===== src/rtl/ebus_pkg.sv =====
// Shared types and bus widths for the EBOX EBUS arbiter slice.
package ebus_pkg;

  localparam int unsigned EBUS_DATA_W = 36;
  localparam int unsigned EBUS_CS_W   = 7;
  localparam int unsigned EBUS_FUNC_W = 3;

  typedef enum logic [1:0] {
    IDLE,
    SETUP,
    DEMAND,
    DONE
  } tEbusState;

endpackage


===== src/rtl/rr_pick.sv =====
// Combinational winner select: fixed-priority index first, else round-robin from rr.
module rr_pick
  import ebus_pkg::*;
#(
  parameter int unsigned NREQ     = 7,
  parameter int unsigned PRIO_IDX = 6,
  parameter int unsigned IDXW     = (NREQ > 1) ? $clog2(NREQ) : 1
) (
  input  logic [NREQ-1:0] req,
  input  logic [IDXW-1:0] rr,
  output logic [NREQ-1:0] winner
);

  logic [IDXW-1:0] idx;
  logic            found;

  always_comb begin
    winner = '0;
    idx    = '0;
    found  = 1'b0;
    if (req[PRIO_IDX]) begin
      winner[PRIO_IDX] = 1'b1;
    end else begin
      for (int unsigned k = 0; k < NREQ; k++) begin
        idx = IDXW'((32'(rr) + k) % NREQ);
        if (!found && req[idx]) begin
          winner[idx] = 1'b1;
          found       = 1'b1;
        end
      end
    end
  end

endmodule


===== src/rtl/ebus_arbiter.sv =====
// EBUS owner arbitration, setup/demand/transfer handshake with timeout, and bus output mux.
module ebus_arbiter
  import ebus_pkg::*;
#(
  parameter int unsigned NREQ     = 7,
  parameter int unsigned PRIO_IDX = 6,
  parameter int unsigned TMO      = 15
) (
  input  logic                        clk,
  input  logic                        rstN,
  input  logic [NREQ-1:0]             req,
  input  logic [NREQ*EBUS_DATA_W-1:0] reqData,
  input  logic [NREQ*EBUS_CS_W-1:0]   reqCS,
  input  logic [NREQ*EBUS_FUNC_W-1:0] reqFunc,
  input  logic                        xfer,
  output logic [NREQ-1:0]             grant,
  output logic [EBUS_DATA_W-1:0]      ebusData,
  output logic [EBUS_CS_W-1:0]        ebusCS,
  output logic [EBUS_FUNC_W-1:0]      ebusFunc,
  output logic                        ebusPar,
  output logic                        demand,
  output logic [NREQ-1:0]             done,
  output logic                        tmoErr,
  output logic                        busy
);

  localparam int unsigned IDXW = (NREQ > 1) ? $clog2(NREQ) : 1;
  localparam int unsigned CNTW = $clog2(TMO + 1);

  tEbusState       state_q, state_d;
  logic [NREQ-1:0] grant_q, grant_d;
  logic [IDXW-1:0] owner_q, owner_d;
  logic [IDXW-1:0] rr_q, rr_d;
  logic [CNTW-1:0] cnt_q, cnt_d;
  logic            demand_q, demand_d;
  logic [NREQ-1:0] done_q, done_d;
  logic            tmo_q, tmo_d;

  logic [NREQ-1:0] pick;
  logic [IDXW-1:0] pick_idx;

  rr_pick #(
    .NREQ    (NREQ),
    .PRIO_IDX(PRIO_IDX),
    .IDXW    (IDXW)
  ) u_pick (
    .req   (req),
    .rr    (rr_q),
    .winner(pick)
  );

  always_comb begin
    pick_idx = '0;
    for (int unsigned i = 0; i < NREQ; i++) begin
      if (pick[i]) pick_idx = IDXW'(i);
    end
  end

  always_comb begin
    state_d  = state_q;
    grant_d  = grant_q;
    owner_d  = owner_q;
    rr_d     = rr_q;
    cnt_d    = cnt_q;
    demand_d = demand_q;
    done_d   = '0;
    tmo_d    = 1'b0;
    case (state_q)
      IDLE: begin
        if (|req) begin
          grant_d = pick;
          owner_d = pick_idx;
          state_d = SETUP;
        end
      end
      SETUP: begin
        if (!req[owner_q]) begin
          grant_d = '0;
          state_d = IDLE;
        end else begin
          demand_d = 1'b1;
          cnt_d    = '0;
          state_d  = DEMAND;
        end
      end
      DEMAND: begin
        // Abort beats xfer; xfer beats the terminal count.
        if (!req[owner_q]) begin
          grant_d  = '0;
          demand_d = 1'b0;
          state_d  = IDLE;
        end else if (xfer) begin
          demand_d        = 1'b0;
          done_d[owner_q] = 1'b1;
          state_d         = DONE;
        end else if (cnt_q == CNTW'(TMO - 1)) begin
          demand_d = 1'b0;
          tmo_d    = 1'b1;
          state_d  = DONE;
        end else begin
          cnt_d = cnt_q + 1'b1;
        end
      end
      DONE: begin
        grant_d = '0;
        state_d = IDLE;
        if (owner_q != IDXW'(PRIO_IDX)) begin
          rr_d = (owner_q == IDXW'(NREQ - 1)) ? '0 : owner_q + 1'b1;
        end
      end
      default: begin
        grant_d  = '0;
        demand_d = 1'b0;
        state_d  = IDLE;
      end
    endcase
  end

  always_ff @(posedge clk or negedge rstN) begin
    if (!rstN) begin
      state_q  <= IDLE;
      grant_q  <= '0;
      owner_q  <= '0;
      rr_q     <= '0;
      cnt_q    <= '0;
      demand_q <= 1'b0;
      done_q   <= '0;
      tmo_q    <= 1'b0;
    end else begin
      state_q  <= state_d;
      grant_q  <= grant_d;
      owner_q  <= owner_d;
      rr_q     <= rr_d;
      cnt_q    <= cnt_d;
      demand_q <= demand_d;
      done_q   <= done_d;
      tmo_q    <= tmo_d;
    end
  end

  logic [EBUS_DATA_W-1:0] data_m;
  logic [EBUS_CS_W-1:0]   cs_m;
  logic [EBUS_FUNC_W-1:0] func_m;

  always_comb begin
    data_m = '0;
    cs_m   = '0;
    func_m = '0;
    for (int unsigned i = 0; i < NREQ; i++) begin
      if (grant_q[i]) begin
        data_m = data_m | reqData[EBUS_DATA_W*i +: EBUS_DATA_W];
        cs_m   = cs_m   | reqCS[EBUS_CS_W*i +: EBUS_CS_W];
        func_m = func_m | reqFunc[EBUS_FUNC_W*i +: EBUS_FUNC_W];
      end
    end
  end

  assign grant    = grant_q;
  assign ebusData = data_m;
  assign ebusCS   = cs_m;
  assign ebusFunc = func_m;
  assign ebusPar  = ~^data_m;
  assign demand   = demand_q;
  assign done     = done_q;
  assign tmoErr   = tmo_q;
  assign busy     = (state_q != IDLE);

endmodule

===== config.mk =====
export PLATFORM = sky130hd
export DESIGN_NAME = ebus_arbiter
export DESIGN_NICKNAME = d
export VERILOG_FILES = /design/src/rtl/ebus_pkg.sv /design/src/rtl/rr_pick.sv /design/src/rtl/ebus_arbiter.sv
export SDC_FILE = /design/constraint.sdc
export NUM_CORES = 1
export LEC_CHECK = 0
export CAP_MARGIN = 20
export CORE_AREA = 8 8 150 152
export DETAILED_ROUTE_END_ITERATION = 7
export DIE_AREA = 0 0 158 160
export GPL_TIMING_DRIVEN = 0
export PLACE_DENSITY_LB_ADDON = 0.08
export SLEW_MARGIN = 20
export SYNTH_ARGS = -nofsm -noshare
export SYNTH_HDL_FRONTEND = slang
export SYNTH_HIERARCHICAL = 1
export SYNTH_SLANG_ARGS = --single-unit

===== constraint.sdc =====
create_clock -name clk -period 7.3 [get_ports clk]
set_input_delay 0.73 -clock clk [delete_from_list [all_inputs] [get_ports clk]]
set_output_delay 0.73 -clock clk [all_outputs]
set_load 0.1 [all_outputs]

Word-level counts from Yosys, hierarchy flattened:

Cells that the tools add are included.

* register bits: 28
* bits of input ports: 332

* add/sub/neg operators: 8
* div/mod/pow operators: 7
* order comparisons: 16
* equality and inequality tests: 13
* muxes and demuxes: 113
* bitwise operators: 24
* reduce and logical (&&, ||, !) cells: 32

Operators by type and width (count)
* $mux 36: 7
* $or 36x36->36: 6
* $mod 32x3->32 const B: 6
* $mux 7: 25
* $or 7x7->7: 12
* $mux 1: 38
* $reduce_xnor 36->1: 1
* $mux 3: 11
* $lt 3x4->1 const B: 8
* $mod 3x3->32 const B: 1
* $bmux 1 s3: 8
* $demux 1 s3: 8
* $ge 3x1->1 const B: 8
* $pmux 7 s3: 1
* $or 3x3->3: 6
* $mux 4: 4
* $logic_and 1x1->1: 14
* $mux 2: 7
* $add 3x3->4 const B: 3
* $ne 2x2->1 const B: 6
* $add 3x2->4 const B: 2
* $pmux 2 s4: 1
* $pmux 4 s2: 1
* $reduce_and 2->1: 4
* 18 further kinds: 25

Logic depth before layout (Yosys ltp):

Gate-level depths: netlist of run 1.

* depth in word-level cells: 35
* mapped depth: 25

Hierarchy:

Netlist of run 1, hierarchy kept.

Modules (own cells, without submodules)
* ebus_arbiter: times used 1, cells an instance 391, area an instance 3228.1 µm², seq. area each 700.7 µm²
* rr_pick: times used 1, cells an instance 438, area an instance 3025.4 µm², seq. area each 0.0 µm²

Worst setup path before layout of run 1:

OpenSTA, ideal clock, no wires.

* path type: flip-flop to output port
* start point: register grant_q[3], in the netlist grant[3]
* end point: output ebusPar
* arrival time: 4.949 ns
* path slack: 1.621 ns
* cell stages (with the launch flop): 9
* path buffers: 1
* cell sequence: dfrtp_1 buf_2 a222oi_1 nand3_1 xnor2_1 xnor2_1 xnor2_1 xnor3_1 xnor2_1

* cells in the longest elaborated chain, start to end: 8

RTL lines
* from (decl): line ebus_arbiter.sv:31 `logic [NREQ-1:0] grant_q, grant_d;`
* from (signal assigned): line ebus_arbiter.sv:131 `grant_q <= grant_d;`
* $mux 36 *: line ebus_arbiter.sv:150 `if (grant_q[i]) begin`
* $or 36x36->36: line ebus_arbiter.sv:151 `data_m = data_m | reqData[EBUS_DATA_W*i +: EBUS_DATA_W];`
* $mux 36 *: line ebus_arbiter.sv:150
* $or 36x36->36: line ebus_arbiter.sv:151
* $mux 36 *: line ebus_arbiter.sv:150
* $or 36x36->36: line ebus_arbiter.sv:151
* $mux 36 *: line ebus_arbiter.sv:150
* net ebusData[35]: line ebus_arbiter.sv:17 `output logic [EBUS_DATA_W-1:0] ebusData,`
* $reduce_xnor 36->1 *: line ebus_arbiter.sv:162 `assign ebusPar = ~^data_m;`
* to (decl): line ebus_arbiter.sv:20 `output logic ebusPar,`

The timed path passes the listed nets; every way through them passes the cells marked *.

Worst setup path after layout of run 1:

* start point: register rr_q[0]
* end point: register owner_q[0]

* elaborated cells on any way between the ends: 113

RTL lines
* from (decl): line ebus_arbiter.sv:33 `logic [IDXW-1:0] rr_q, rr_d;`
* from (signal assigned): line ebus_arbiter.sv:133 `rr_q <= rr_d;`
* branches (longest 27 deep; another with $mod 32x3->32)
* $mux 7 *: line rr_pick.sv:26 `if (!found && req[idx]) begin`
* $mux 6 *: line rr_pick.sv:21 `if (req[PRIO_IDX]) begin`
* net pick[2]: line ebus_arbiter.sv:39 `logic [NREQ-1:0] pick;`
* $mux 2 * (2 in a row): line ebus_arbiter.sv:55 `if (pick[i]) pick_idx = IDXW'(i);`
* $mux 3 * (3 in a row): line ebus_arbiter.sv:55
* to (signal assigned): line ebus_arbiter.sv:132 `owner_q <= owner_d;`
* to (decl): line ebus_arbiter.sv:32 `logic [IDXW-1:0] owner_q, owner_d;`

Mark *: on every way through the listed nets, which the timed path passes. The select of a mux whose other input is x is not followed.
A chain may end at the register's enable or synchronous reset.

==> results of run 1 <==
-- layer usage --
metal / vias up / track usage (%) / wire length [um]
li1: 4156 / - / -
met1: 4325 / 36.3 / 16100
met2: 501 / 52.5 / 19400
met3: 58 / 8.15 / 4070
met4: 10 / 7.59 / 977
met5: - / 0 / 47
-- worst paths after layout --
path / from / cells past startpoint / slack [ns] / endpoint
max in group asynchronous: rstN / 1 / 6.43 / done[1]
hold reg to reg: demand / 2 / 0.52 / demand
setup reg to reg: rr_q[0] / 24 / 1.07 / owner_q[0]
setup / recovery: rr_q[0] / 24 / 1.07 / owner_q[0]
hold / removal: rstN / 1 / 0.47 / cnt_q[1]
min in group clk: demand / 2 / 0.52 / demand
-- area by class of cell --
class	count	area (um2)	share of cell area, %
timing repair buffer	395	3950	37.1
buffer	74	355	3.34
sequential	28	701	6.59
antenna	7	17.5	0.165
tap	270	338	3.18
clock buffer	3	75.1	0.706
inverter	29	109	1.02
multi-input combinational	698	5090	47.9
-- per-stage QoR --
stage / instance area, um2 / cells / setup slack (ns) / utilization [%]
after floorplan: 6250 / 829 / 1.62 / -
final: 10600 / 1504 / 1.07 / 53.1
after global routing: 10600 / 1499 / 0.609 / 53.0
after detailed placement: 10500 / 1494 / 1.16 / 52.6
after CTS: 10600 / 1497 / 1.12 / 53.0
after global placement: 10500 / 1494 / 1.21 / 52.6
-- registers in the layout, summed over array words and instances (netlist names) --
name,cells
done,7
owner_q,3
rr_q,3
state_q,2
demand,1
tmoErr,1
cnt_q,4
grant,7
-- logic make-up (layout without fill, tap and decap cells) --
logic type	after synthesis	after routing
compound gates	333	333
simple gates	267	267
buf+inv	103	501
xor+xnor	47	47
fa+ha+maj	28	28
flops	28	28
mux	23	23
other cells	0	7
-- synth_stat cells (5+ instances only) --
cell type   n
a22oi_1    94
nand3_1    59
a222oi_1   46
nand2_1    46
xnor2_1    38
nor2_1     36
a21oi_1    31
clkbuf_1   31
o21ai_0    29
buf_2      28
dfrtp_1    28
ha_1       28
inv_1      26
nor3_1     24
nand2b_1   16
mux2i_1    15
a31oi_1    13
nor2b_1    12
o22ai_1    10
and3_1      9
o211ai_1    9
o221ai_1    9
a22o_1      8
and2_1      8
buf_1       8
nor4_1      8
o31ai_1     8
a211oi_1    6
and4_1      6
mux2_2      6
or3_1       6
xor2_1      6
a2111oi_0   5
a221oi_1    5
buf_6       5
nand3b_1    5
o21ai_1     5
or2_2       5
-- critical path: cells and delay by family, from the launching register on --
| family | cells | cell delay (ns) |
|---|---|---|
| buffers and inverters | 7 | 1.69 |
| and+or+nand+nor | 5 | 0.81 |
| AOI/OAI and AO/OA | 6 | 1.61 |
| adders and majority gates | 3 | 0.72 |
| muxes | 1 | 0.26 |
| xor gates and xnor gates | 2 | 0.53 |
| DFF | 1 | 0.47 |
==> results.py, run 1 <==
metrics = {
    "run_status": {
        "outcome": "complete, but fails checks",
        "violations": "DRC",
    },
    "logic_synthesis": {
        "synth_compound_area_share_pct": 41.3,
        "synth_top_area_cell": "a22oi_1",
        "synth-async-reset-ratio_pct": 100,
        "ys_seq_area_share_pct": 11.2,
        "synth_top_family_by_area": "compound AO/OA/AOI/OAI gates",
        "synth_flop_cell": "dfrtp_1",
        "synth_cells": 829,
        "synth_top_area_share_pct": 11.3,
        "synthAdderAreaFrac_pct": 5.60,
        "synth.area.mux_share_pct": 3.84,
        "synth-simple-area-share_pct": 23.4,
        "synth_nets": 1189,
        "yosys_warnings": 6,
        "synth_xor_area_share_pct": 7.22,
        "synthesis.area_mm2": 0.00625,
        "ys_ff_latch": 28,
        "synth_edf_count": 0,
        "syn_avg_cell_area_um2": 7.54,
        "yosysUniqueCellTypes": 96,
        "synthTopCellsByArea": "a22oi_1 (11%), dfrtp_1 (11%), a222oi_1 (7.4%)",
    },
    "finish": {
        "nets": 1589,
        "drive_gt1_share_pct": 6.11,
        "final_common_cell": "clkdlybuf4s50_1",
        "final_cell_mix": "clkdlybuf4s50_1 (394), a22oi_1 (94), nand3_1 (59), a222oi_1 (46), nand2_1 (46)",
        "syn_to_final_growth_pct": 70.0,
        "fill_cells": 1998,
    },
    "detailed_routing": {
        "ant_nets": 0,
        "viasPerCell": 6.02,
        "wirelength_um": 40700,
        "vias": 9050,
        "drc": 1,
        "wire_per_inst_um": 27.0,
        "drtPass1Iterations": 8,
        "drt_iter0_drc": 1109,
    },
    "place": {
        "placement.io_buffers": 395,
        "dp_hpwl_um": 34400,
        "globalplace.congestion": 0.980,
    },
    "global_routing": {
        "grt_overflow": 0,
        "grt_pass1_wl_um": 58300,
        "grt_pass1_vias": 9095,
        "grt_max_degree": 29,
        "grt_antenna_before_repair": 13,
        "grt_usage_pct": 30.4,
    },
    "critical_path": {
        "start_kind": "register",
        "path_class": "register to register",
        "end_kind": "register",
        "crit_slowest_cell": "buf_1",
        "cp_max_fo": 11,
        "path_cells": "buf_2, inv_1, clkbuf_1, buf_1, ha_1, buf_2, xor2_2, inv_1, ha_1, ha_1, or3b_4, o31ai_4, nand2_4, xnor2_4, mux2i_1, nand3b_1, a211oi_2, a41oi_1, a31oi_1, inv_1, a21oi_1, nor2_1, nor2_1, o31ai_1",
        "max_stage_delay_ns": 0.55,
        "cp_data_required_time_ns": 7.43,
        "cp.arrival_ns": 6.36,
    },
    "clock_network": {
        "cts_made_buffers": 3,
        "htreeDepth": 1,
        "cts_tree": "yes",
        "clock_path_buffers": 2,
        "cts.sinks": 28,
        "cts_resized": 0,
        "cts_hold_buf": 0,
        "cts-root-buf": "clkbuf_16",
        "clk_latency_ns": 0.26,
        "cts_setup_buffers": 0,
        "clk_pin_slew_ns": 0.06,
    },
    "sta": {
        "rsz0062_at_grt": "no",
        "holdWs_ns": 0.473,
        "fin_skew_ns": 0.00264,
        "hold_viol_final": 0,
        "tightest_slew_ns": 1.12,
        "setup_viol": 0,
        "period_share_pct": 85.3,
        "fin_crit_ns": 6.23,
        "finalSetupTns_ns": 0,
        "fmax_ghz": 0.161,
        "slew_violations": 0,
        "slew_headroom_pct": 25.0,
    },
    "flow_run": {
        "drv_cap": 0,
    },
    "hold_path": {
        "min_path_type": "input pin to async pin",
    },
    "floorplan": {
        "num_io_pins": 396,
        "dieHeight_um": 160,
        "rows": 52,
        "core_mm2": 0.0200,
        "die-area_mm2": 0.0253,
        "initial_utilization_pct": 31.2,
        "die-width_um": 158,
    },
}
Power of run 1 is left out: the tool's default activity adds up to more than one toggle a clock period on the data nets, which glitch-free logic cannot reach.
==> run 2: changes to the inputs <==
- CTS_CLUSTER_DIAMETER: default -> 60
==> results of run 2 <==
The final DEF is identical to that of run 1; final timing and power are the same.
Power of run 2 is left out for the same reason.
==> run 3: changes to the inputs <==
- CORE_AREA: 8 8 150 152 -> 8 8 147 149
- DIE_AREA: 0 0 158 160 -> 0 0 155 157
- MAX_ROUTING_LAYER: default -> met4
- clock period: 7.3 -> 7.8 ns (I/O delays scaled with it)
==> run 3 against run 2 <==
The flow now finishes without violations. Hold slack better by 0.032 ns. Via count grew 1.8%. Sequential share of layout area hardly changed. Global-route usage increased by 2.6 points. Final cell count shrank 0.13%. Flip-flop and latch count unchanged. Fmax shrank 3.1%.
==> results.py, run 3 (synthesis results as in run 1) <==
metrics = {
    "critical_path": {
        "start_kind": "register",
        "path_delay_family": "compound AO/OA/AOI/OAI gates",
        "cp_data_required_time_ns": 7.94,
        "cp.depth": 21,
        "r2r_slack_ns": 1.37,
        "cp_max_fo": 11,
        "cp_num_buf_inv": 5,
        "crit_slowest_cell": "a211oi_1",
        "max_stage_delay_ns": 0.76,
        "worstRegToRegCells": 21,
        "path_cells": "buf_2, inv_1, clkbuf_1, buf_1, ha_1, ha_1, ha_1, nor2b_1, nor3_4, a211oi_1, mux2_2, o32ai_2, o21bai_2, a211oi_2, a41oi_1, a31oi_1, inv_1, a21oi_1, nor2_1, nor2_1, o31ai_1",
        "path_class": "register to register",
        "end_kind": "register",
        "crit_path_frequent_cell": "ha_1",
        "cp.arrival_ns": 6.57,
    },
    "floorplan": {
        "dieHeight_um": 157,
        "die-width_um": 155,
        "die-area_mm2": 0.0243,
        "core_mm2": 0.0192,
        "initial_utilization_pct": 32.6,
        "rows": 51,
        "num_io_pins": 396,
    },
    "flow_run": {
        "drv_cap": 0,
    },
    "sta": {
        "slew_violations": 0,
        "fin_crit_ns": 6.43,
        "fmax_ghz": 0.155,
        "hold_viol_final": 0,
        "finalSetupTns_ns": 0,
        "final.setup.worst_slack_ns": 1.37,
        "tightest_slew_ns": 1.10,
        "slew_headroom_pct": 26.5,
        "fin_skew_ns": 0.00336,
        "rsz0062_at_grt": "no",
        "setup_viol": 0,
        "period_share_pct": 82.5,
    },
    "clock_network": {
        "clk_pin_slew_ns": 0.06,
        "htreeDepth": 1,
        "cts_resized": 0,
        "cts_tree": "yes",
        "cts.sinks": 28,
        "cts_made_buffers": 3,
        "cts_hold_buf": 0,
        "clock_path_buffers": 2,
        "cts_setup_buffers": 0,
        "clk_latency_ns": 0.26,
        "cts-root-buf": "clkbuf_16",
    },
    "global_routing": {
        "grt_pass1_wl_um": 58900,
        "grt_pass1_vias": 8941,
        "grt_antenna_before_repair": 8,
        "grt_max_degree": 29,
        "grt_overflow": 0,
        "grt_usage_pct": 33.0,
    },
    "place": {
        "dp_hpwl_um": 35000,
        "pre_cts_ws_ns": 1.52,
        "placement.io_buffers": 395,
        "globalplace.congestion": 1.06,
    },
    "detailed_routing": {
        "drt_iter0_drc": 1049,
        "wire_per_inst_um": 27.5,
        "wirelength_um": 41400,
        "viasPerCell": 6.14,
        "drtPass1Iterations": 6,
        "ant_nets": 0,
        "drc": 0,
        "vias": 9216,
    },
    "finish": {
        "final_common_cell": "clkdlybuf4s50_1",
        "fill_cells": 1843,
        "drive_gt1_share_pct": 6.19,
        "nets": 1589,
        "final_cell_mix": "clkdlybuf4s50_1 (394), a22oi_1 (94), nand3_1 (59), a222oi_1 (46), nand2_1 (46)",
        "syn_to_final_growth_pct": 70.2,
    },
    "run_status": {
        "outcome": "completed",
    },
    "hold_path": {
        "holdPathStages": 1,
        "min_path_type": "register to register",
    },
}
-- run 3: cell count changes in the layout (fill, tap and decap cells not counted) --
cell / delta
clkbuf_8: +1
diode_2: +2
-- run 3: worst paths after layout --
check	start	end
max reg2reg	rr_q[0]	owner_q[0]
max	rr_q[0]	owner_q[0]
max in group asynchronous	rstN	state_q[0]
min in group asynchronous	rstN	cnt_q[1]
min reg2reg	cnt_q[2]	cnt_q[2]
min	cnt_q[2]	cnt_q[2]
-- run 3: metrics by stage --
stage | hold WS (ns) | util [%] | std cells | instance area, um2
6_report | 0.505 | 55.4 | 1502 | 10600
5_1_grt | 0.534 | 55.4 | 1501 | 10600
4_1_cts | 0.509 | 55.3 | 1493 | 10600
3_5_place_dp | 0.498 | 54.8 | 1489 | 10500
3_3_place_gp | 0.495 | 54.9 | 1489 | 10500
2_1_floorplan | 0.460 | - | 829 | 6250
-- run 3: area by class of cell --
cell class                 count  area [um2]  area share [%]
multi-input combinational    698        5090            47.8
timing repair buffer         395        3950            37.1
sequential                    28         701            6.58
buffer                        74         355            3.34
tap                          265         332            3.11
inverter                      29         109            1.02
clock buffer                   4        88.8           0.835
antenna                        9        22.5           0.212
-- run 3: per-layer routing --
metal / up-vias / part of all wire [%] / track usage (%)
met4: 0 / 2.8 / 9.43
met5: - / 0 / -
li1: 4173 / - / -
met2: 605 / 48 / 55.0
met1: 4383 / 39 / 38.9
met3: 55 / 10 / 8.03
Power of run 3 is left out for the same reason.
